`config.mk`:
```
export PLATFORM = sky130hd
export DESIGN_NAME = serial_adder
export DESIGN_NICKNAME = d
export VERILOG_FILES = /design/src/rtl/serial_adder.sv
export SDC_FILE = /design/constraint.sdc
export NUM_CORES = 1
export LEC_CHECK = 0
export ABC_AREA = 0
export ABC_CLOCK_PERIOD_IN_PS = 1600
export CORE_UTILIZATION = 54
export CTS_BUF_LIST = sky130_fd_sc_hd__clkbuf_2 sky130_fd_sc_hd__clkbuf_4 sky130_fd_sc_hd__clkbuf_8
export CTS_CLUSTER_SIZE = 20
export DETAILED_ROUTE_END_ITERATION = 8
export PLACE_DENSITY = 0.84
export SKIP_LAST_GASP = 1
export SLEW_MARGIN = 0
export SYNTH_ARGS = -nofsm -noshare
export SYNTH_HDL_FRONTEND = slang
export SYNTH_SLANG_ARGS = --single-unit
```
`constraint.sdc`:
```
create_clock -name clk -period 1.6 [get_ports clk]
set_input_delay 0.32 -clock clk [delete_from_list [all_inputs] [get_ports clk]]
set_output_delay 0.32 -clock clk [all_outputs]
set_load 0.01 [all_outputs]
```
`src/rtl/serial_adder.sv`:
```
// Bit-serial WIDTH-bit adder, LSB first: one full-adder cell plus a carry flop.
// Returns a registered sum with carry-out and signed-overflow flags and a one-cycle done pulse.
module serial_adder #(
    parameter int WIDTH = 8
) (
    input  logic             clk,
    input  logic             rst_n,
    input  logic             start,
    input  logic [WIDTH-1:0] a,
    input  logic [WIDTH-1:0] b,
    input  logic             cin,
    output logic             busy,
    output logic             done,
    output logic [WIDTH-1:0] sum,
    output logic             cout,
    output logic             ovf
);

    localparam int CNT_W = (WIDTH > 1) ? $clog2(WIDTH) : 1;

    typedef enum logic [1:0] {
        IDLE = 2'd0,
        RUN  = 2'd1,
        DONE = 2'd2
    } state_t;

    state_t             state_q, state_d;
    logic [WIDTH-1:0]   a_sr_q, a_sr_d;
    logic [WIDTH-1:0]   b_sr_q, b_sr_d;
    logic [WIDTH-1:0]   res_sr_q, res_sr_d;
    logic               c_q, c_d;
    logic [CNT_W-1:0]   cnt_q, cnt_d;
    logic [WIDTH-1:0]   sum_q, sum_d;
    logic               cout_q, cout_d;
    logic               ovf_q, ovf_d;

    logic               bit_s;
    logic               carry_s;
    logic               last_bit_s;
    logic [WIDTH-1:0]   res_shift_s;

    function automatic logic majority(input logic x, input logic y, input logic z);
        return (x & y) | (x & z) | (y & z);
    endfunction

    // Full-adder cell operating on the current LSBs and the carry flop
    assign bit_s       = a_sr_q[0] ^ b_sr_q[0] ^ c_q;
    assign carry_s     = majority(a_sr_q[0], b_sr_q[0], c_q);
    assign last_bit_s  = (cnt_q == CNT_W'(WIDTH - 1));
    assign res_shift_s = {bit_s, res_sr_q[WIDTH-1:1]};

    always_comb begin
        state_d  = state_q;
        a_sr_d   = a_sr_q;
        b_sr_d   = b_sr_q;
        res_sr_d = res_sr_q;
        c_d      = c_q;
        cnt_d    = cnt_q;
        sum_d    = sum_q;
        cout_d   = cout_q;
        ovf_d    = ovf_q;

        case (state_q)
            IDLE: begin
                if (start) begin
                    a_sr_d  = a;
                    b_sr_d  = b;
                    c_d     = cin;
                    cnt_d   = '0;
                    state_d = RUN;
                end
            end
            RUN: begin
                a_sr_d   = a_sr_q >> 1;
                b_sr_d   = b_sr_q >> 1;
                res_sr_d = res_shift_s;
                c_d      = carry_s;
                cnt_d    = cnt_q + CNT_W'(1);
                if (last_bit_s) begin
                    // Overflow: carry into the MSB differs from carry out of it
                    sum_d   = res_shift_s;
                    cout_d  = carry_s;
                    ovf_d   = c_q ^ carry_s;
                    state_d = DONE;
                end
            end
            DONE: begin
                if (start) begin
                    a_sr_d  = a;
                    b_sr_d  = b;
                    c_d     = cin;
                    cnt_d   = '0;
                    state_d = RUN;
                end else begin
                    state_d = IDLE;
                end
            end
            default: state_d = IDLE;
        endcase
    end

    always_ff @(posedge clk or negedge rst_n) begin
        if (!rst_n) begin
            state_q  <= IDLE;
            a_sr_q   <= '0;
            b_sr_q   <= '0;
            res_sr_q <= '0;
            c_q      <= 1'b0;
            cnt_q    <= '0;
            sum_q    <= '0;
            cout_q   <= 1'b0;
            ovf_q    <= 1'b0;
        end else begin
            state_q  <= state_d;
            a_sr_q   <= a_sr_d;
            b_sr_q   <= b_sr_d;
            res_sr_q <= res_sr_d;
            c_q      <= c_d;
            cnt_q    <= cnt_d;
            sum_q    <= sum_d;
            cout_q   <= cout_d;
            ovf_q    <= ovf_d;
        end
    end

    assign busy = (state_q == RUN);
    assign done = (state_q == DONE);
    assign sum  = sum_q;
    assign cout = cout_q;
    assign ovf  = ovf_q;

endmodule

```
After elaboration in Yosys (flattened, before gate mapping)
Cells that the tools add are included.
{"block": "classes", "n_reduce_logical": 6, "mux": 12, "n_addsub": 1, "n_eq_ne": 6, "n_bitwise": 8}
{"op": "$pmux 8 s2", "count": 2}
{"op": "$mux 8", "count": 2}
{"op": "$pmux 2 s3", "count": 1}
{"op": "$pmux 3 s2", "count": 1}
{"op": "$reduce_and 2->1", "count": 3}
{"op": "$mux 2", "count": 2}
{"op": "$ne 2x1->1 const B", "count": 2}
{"op": "$add 3x1->3 const B", "count": 1}
{"op": "$and 1x1->1", "count": 3}
{"op": "$eq 3x3->1 const B", "count": 1}
{"op": "$mux 3", "count": 1}
{"op": "$xor 1x1->1", "count": 3}
{"op": "$eq 2x1->1 const B", "count": 1}
{"op": "$eq 2x2->1 const B", "count": 1}
{"op": "$logic_not 2->1", "count": 1}
{"op": "$mux 1", "count": 2}
{"op": "$ne 2x2->1 const B", "count": 1}
{"op": "$or 1x1->1", "count": 2}
{"op": "$pmux 1 s2", "count": 1}
{"op": "$reduce_bool 2->1", "count": 1}
{"op": "$reduce_or 2->1", "count": 1}
{"block": "totals", "wordCells": 42, "inputBits": 20, "regBits": 40, "out_inout_bits": 12}

Logic depth before layout (Yosys ltp)
{"block": "depth", "depth_word": 4, "depth_mapped": 6, "depth_no_buf": 5}

Worst setup path after synthesis
No wires, ideal clock.
{"block": "synth_path", "path_type": "register to register", "startpoint": "register cnt_q[0]", "endpoint": "register cout_q, in the netlist cout", "n_path_buf": 1, "setup_time_ns": 0.125, "path_stages_with_launch": 6, "synth_period_minus_slack_ns": 1.483, "required_time_ns": 1.475, "setup_slack_ns": 0.117, "t_arrival_ns": 1.358, "path_cell_list": "dfrtp_1 > ha_1 > ha_1 > nand3b_1 > buf_6 > mux2_4"}
{"block": "synth_via", "elab_chain_cells": 2}
{"element": "start: declaration", "line": "32", "text": "logic [CNT_W-1:0] cnt_q, cnt_d;"}
{"element": "start signal: assignment", "line": "119", "text": "cnt_q <= cnt_d;"}
{"element": "$eq 3x3->1", "line": "49", "text": "assign last_bit_s = (cnt_q == CNT_W'(WIDTH - 1));"}
{"element": "$reduce_and 2->1 (no line)"}
{"element": "end signal: assignment", "line": "121", "text": "cout_q <= cout_d;"}
{"element": "end: declaration", "line": "34", "text": "logic cout_q, cout_d;"}
Every way passes these cells.
A chain may end at the register's enable or synchronous reset.

Final worst setup path
{"block": "layout_path", "startpoint": "register state_q[1]", "endpoint": "output port done"}
{"block": "layout_via", "elab_chain_cells": 1}
{"element": "start: declaration", "line": "27", "text": "state_t state_q, state_d;"}
{"element": "start signal: assignment", "line": "114", "text": "state_q <= state_d;"}
{"element": "$eq 2x2->1", "line": "127", "text": "assign done = (state_q == DONE);"}
{"element": "end: declaration", "line": "13", "text": "output logic done,"}
Every way passes these cells.

==> impl_metrics.json <==
{
  "status": "complete, no violations",
  "first_pass_iters": 4,
  "num_vias": 1341,
  "crit_cells": 3,
  "setup_viol": 0,
  "yosys_warnings": 0,
  "fillers": 212,
  "cp_data_required_time_ps": 1280,
  "hold_slack_ps": 446.9,
  "critPathMaxFanout": 4,
  "worstSetupStartpoint": "state_q[1]",
  "initial_core_util": 0.5772,
  "seq_area_frac_synth": 0.5493,
  "postRouteAntennaNets": 0,
  "clock_skew_ps": 12.66,
  "crit_type": "flip-flop to output port",
  "via_per_inst": 5.451,
  "drv_cap": 0,
  "total_power_uw": 4239,
  "clk_pin_slew_ps": 110,
  "antenna_found_initial": 0,
  "placedCellCount": 234,
  "rows": 20,
  "clockBufferDepth": 2,
  "dpl.hpwl_microns": 2554,
  "numPortBuffers": 31,
  "cp-end-kind": "output port",
  "fmax_mhz": 627.2,
  "die-area_sq_mm": 0.003524,
  "die_h_microns": 59.36,
  "r2r_start": "state_q[1]",
  "slowest_stage": "dfrtp_1",
  "syn_inst": 157,
  "rsz0062_at_grt": "true",
  "ys_types": 26,
  "synth_top_area_frac": 0.5493,
  "cts-root-buf": "clkbuf_4",
  "cts_tree": "yes",
  "period_share": 0.9965,
  "rr_worst_depth": 5,
  "remaining_drc_errors": 0,
  "cts_buffers": 5,
  "layout_min_cycle_time_ps": 1594,
  "synth_fp_nets": 180,
  "min-delay-path-class": "input pin to async pin",
  "worstPathArrival_ps": 1270,
  "drive_above_1_share": 0.2129,
  "endpoint": "done",
  "ios": 32,
  "clk_latency_ps": 360,
  "die_w_microns": 59.36,
  "hold_viol": 0,
  "routed_wl_microns": 3683,
  "gp_congestion": 0.7841,
  "nNetsFinal": 225,
  "antennaDiodeCount": 0,
  "cp-start-kind": "flip-flop",
  "first_iter_violations": 37,
  "syn_avg_cell_area_sq_um": 11.32,
  "h-tree-depth": 2,
  "worst_path_largest_cell_delay_ps": 430,
  "ys_ff_latch": 39,
  "crit_family": "flip-flops",
  "grt-ovfl-total": 0,
  "avgRoutedWirePerCell_microns": 14.97,
  "r2r-end": "sum[2]",
  "synth.cell_area_sq_mm": 0.001777,
  "tightest_slew_ps": 480.8,
  "core-area_sq_mm": 0.003078,
  "area_growth_pct": 32.54,
  "grt_max_degree": 24,
  "grt_pass1_vias": 1307,
  "ir_drop_mv": 0.9044,
  "clock_sinks": 39,
  "slew_viol_final": 0,
  "synth_area_leaders": "dfrtp_1, mux2_4, nand2_1",
  "grt_pass1_wl_microns": 5768,
  "grtUsageTotal": 0.2262,
  "path_buf_inv": 2,
  "slew_headroom": 0.6794,
  "crit_chain": "buf_6, nor2b_1, clkdlybuf4s15_2",
  "p_leak_uw": 0.001150,
  "yosysTopAreaCell": "dfrtp_1",
  "final-instance-count-excl-fill": 246,
  "power_density_mw_per_mm2": 1800,
  "rrSetupSlack_ps": 6
}
cells in the mapped netlist:
library cell  count
dfrtp_1          39
nand2_1          22
nor2_1           10
nor2b_1           9
mux2i_1           8
o22ai_1           8
a211oi_1          7
a21oi_1           7
mux2_4            7
nor3_1            6
buf_2             5
a22o_1            4
mux2_2            4
o21ai_0           3
buf_4             2
clkbuf_1          2
ha_1              2
nand2b_1          2
nor3_2            2
xnor2_1           2
buf_6             1
fa_1              1
inv_1             1
inv_4             1
nand3_1           1
nand3b_1          1
flip-flops by register name, indices dropped and copies added (netlist names):
| signal | count |
|---|---|
| res_sr_q | 7 |
| sum | 8 |
| cnt_q | 3 |
| c_q | 1 |
| a_sr_q | 8 |
| cout | 1 |
| ovf | 1 |
| b_sr_q | 8 |
| state_q | 2 |
placed cells by master, fill, tap and decap left out, types with 8 or more instances in the layout:
cell / n
clkdlybuf4s50_1: 18
buf_4: 12
mux2_4: 9
nor2b_1: 9
dlymetal6s2s_1: 8
dfrtp_1: 39
nor2_1: 10
mux2i_1: 8
nand2_1: 22
o22ai_1: 8
repair_timing:
item	in CTS	in global routing
pin swaps	0	1
cloned	0	1
endpoints found under the setup margin	4	12
setup buffers	0	3
gates resized for setup	9	14
endpoints found under the hold margin	21	0
hold buffers	1	0
layer usage:
metal / vias up / wire length (microns) / global-route usage
met2: 42 / 1946 / 0.3997
met4: 0 / 34 / 0.07823
li1: 635 / - / -
met1: 657 / 1541 / 0.2621
met3: 7 / 161 / 0.06114
met5: - / 0 / 0
worst min-delay path by stage:
| stage | start | to | slack (ps) | cells after the start |
|---|---|---|---|---|
| after floorplan | rst_n | a_sr_q[0] | 20 | 0 |
| after global placement | rst_n | res_sr_q[1] | 300 | 1 |
| final | rst_n | sum[7] | 450 | 2 |
| after detailed placement | rst_n | res_sr_q[1] | 310 | 1 |
| after CTS | rst_n | sum[7] | 460 | 2 |
| after global routing | rst_n | sum[7] | 490 | 2 |
through the flow:
step,utilization,setup WS (ps),TNS [ps],cell area (sq um)
4_1_cts,0.7374,-20.23,-20.23,2270
3_5_place_dp,0.7126,60.04,0,2193
3_3_place_gp,0.7126,79.45,0,2193
2_1_floorplan,-,116.6,0,1777
5_1_grt,0.7650,-42.26,-144.4,2355
6_report,0.7650,5.634,0,2355
worst register-to-register path: stages (launching register included):
cell,delay (ps)
dfrtp_1,430
buf_6,140
buf_4,130
nand3b_1,270
buf_12,220
mux2_4,300
logic make-up (layout without fill, tap and decap cells):
family | after synthesis | count (layout) | synth area share
buf+inv | 12 | 57 | 0.03873
xor+xnor | 2 | 2 | 0.009861
fa+ha+maj | 3 | 3 | 0.02535
flops | 39 | 39 | 0.5493
simple gates | 53 | 53 | 0.1415
compound gates | 29 | 29 | 0.1056
mux | 19 | 19 | 0.1296
final cells by class:
cell class                      count  area, sq um  share of cell area
Clock buffer                        6        51.30             0.02179
Inverter                            2        10.01            0.004251
Clock inverter                      1        5.005            0.002125
Sequential cell                    39        975.9              0.4145
Timing Repair Buffer               48        495.5              0.2104
Tap cell                           44        55.05             0.02338
Multi-Input combinational cell    106        762.0              0.3236
where the power goes:
group / leakage, uW / internal [uW] / switching [uW]
combinational: 0.000642 / 1060 / 876
sequential: 0.000475 / 1450 / 343
clock: 0.0000341 / 204 / 310
(Power assumes the default switching activity.)
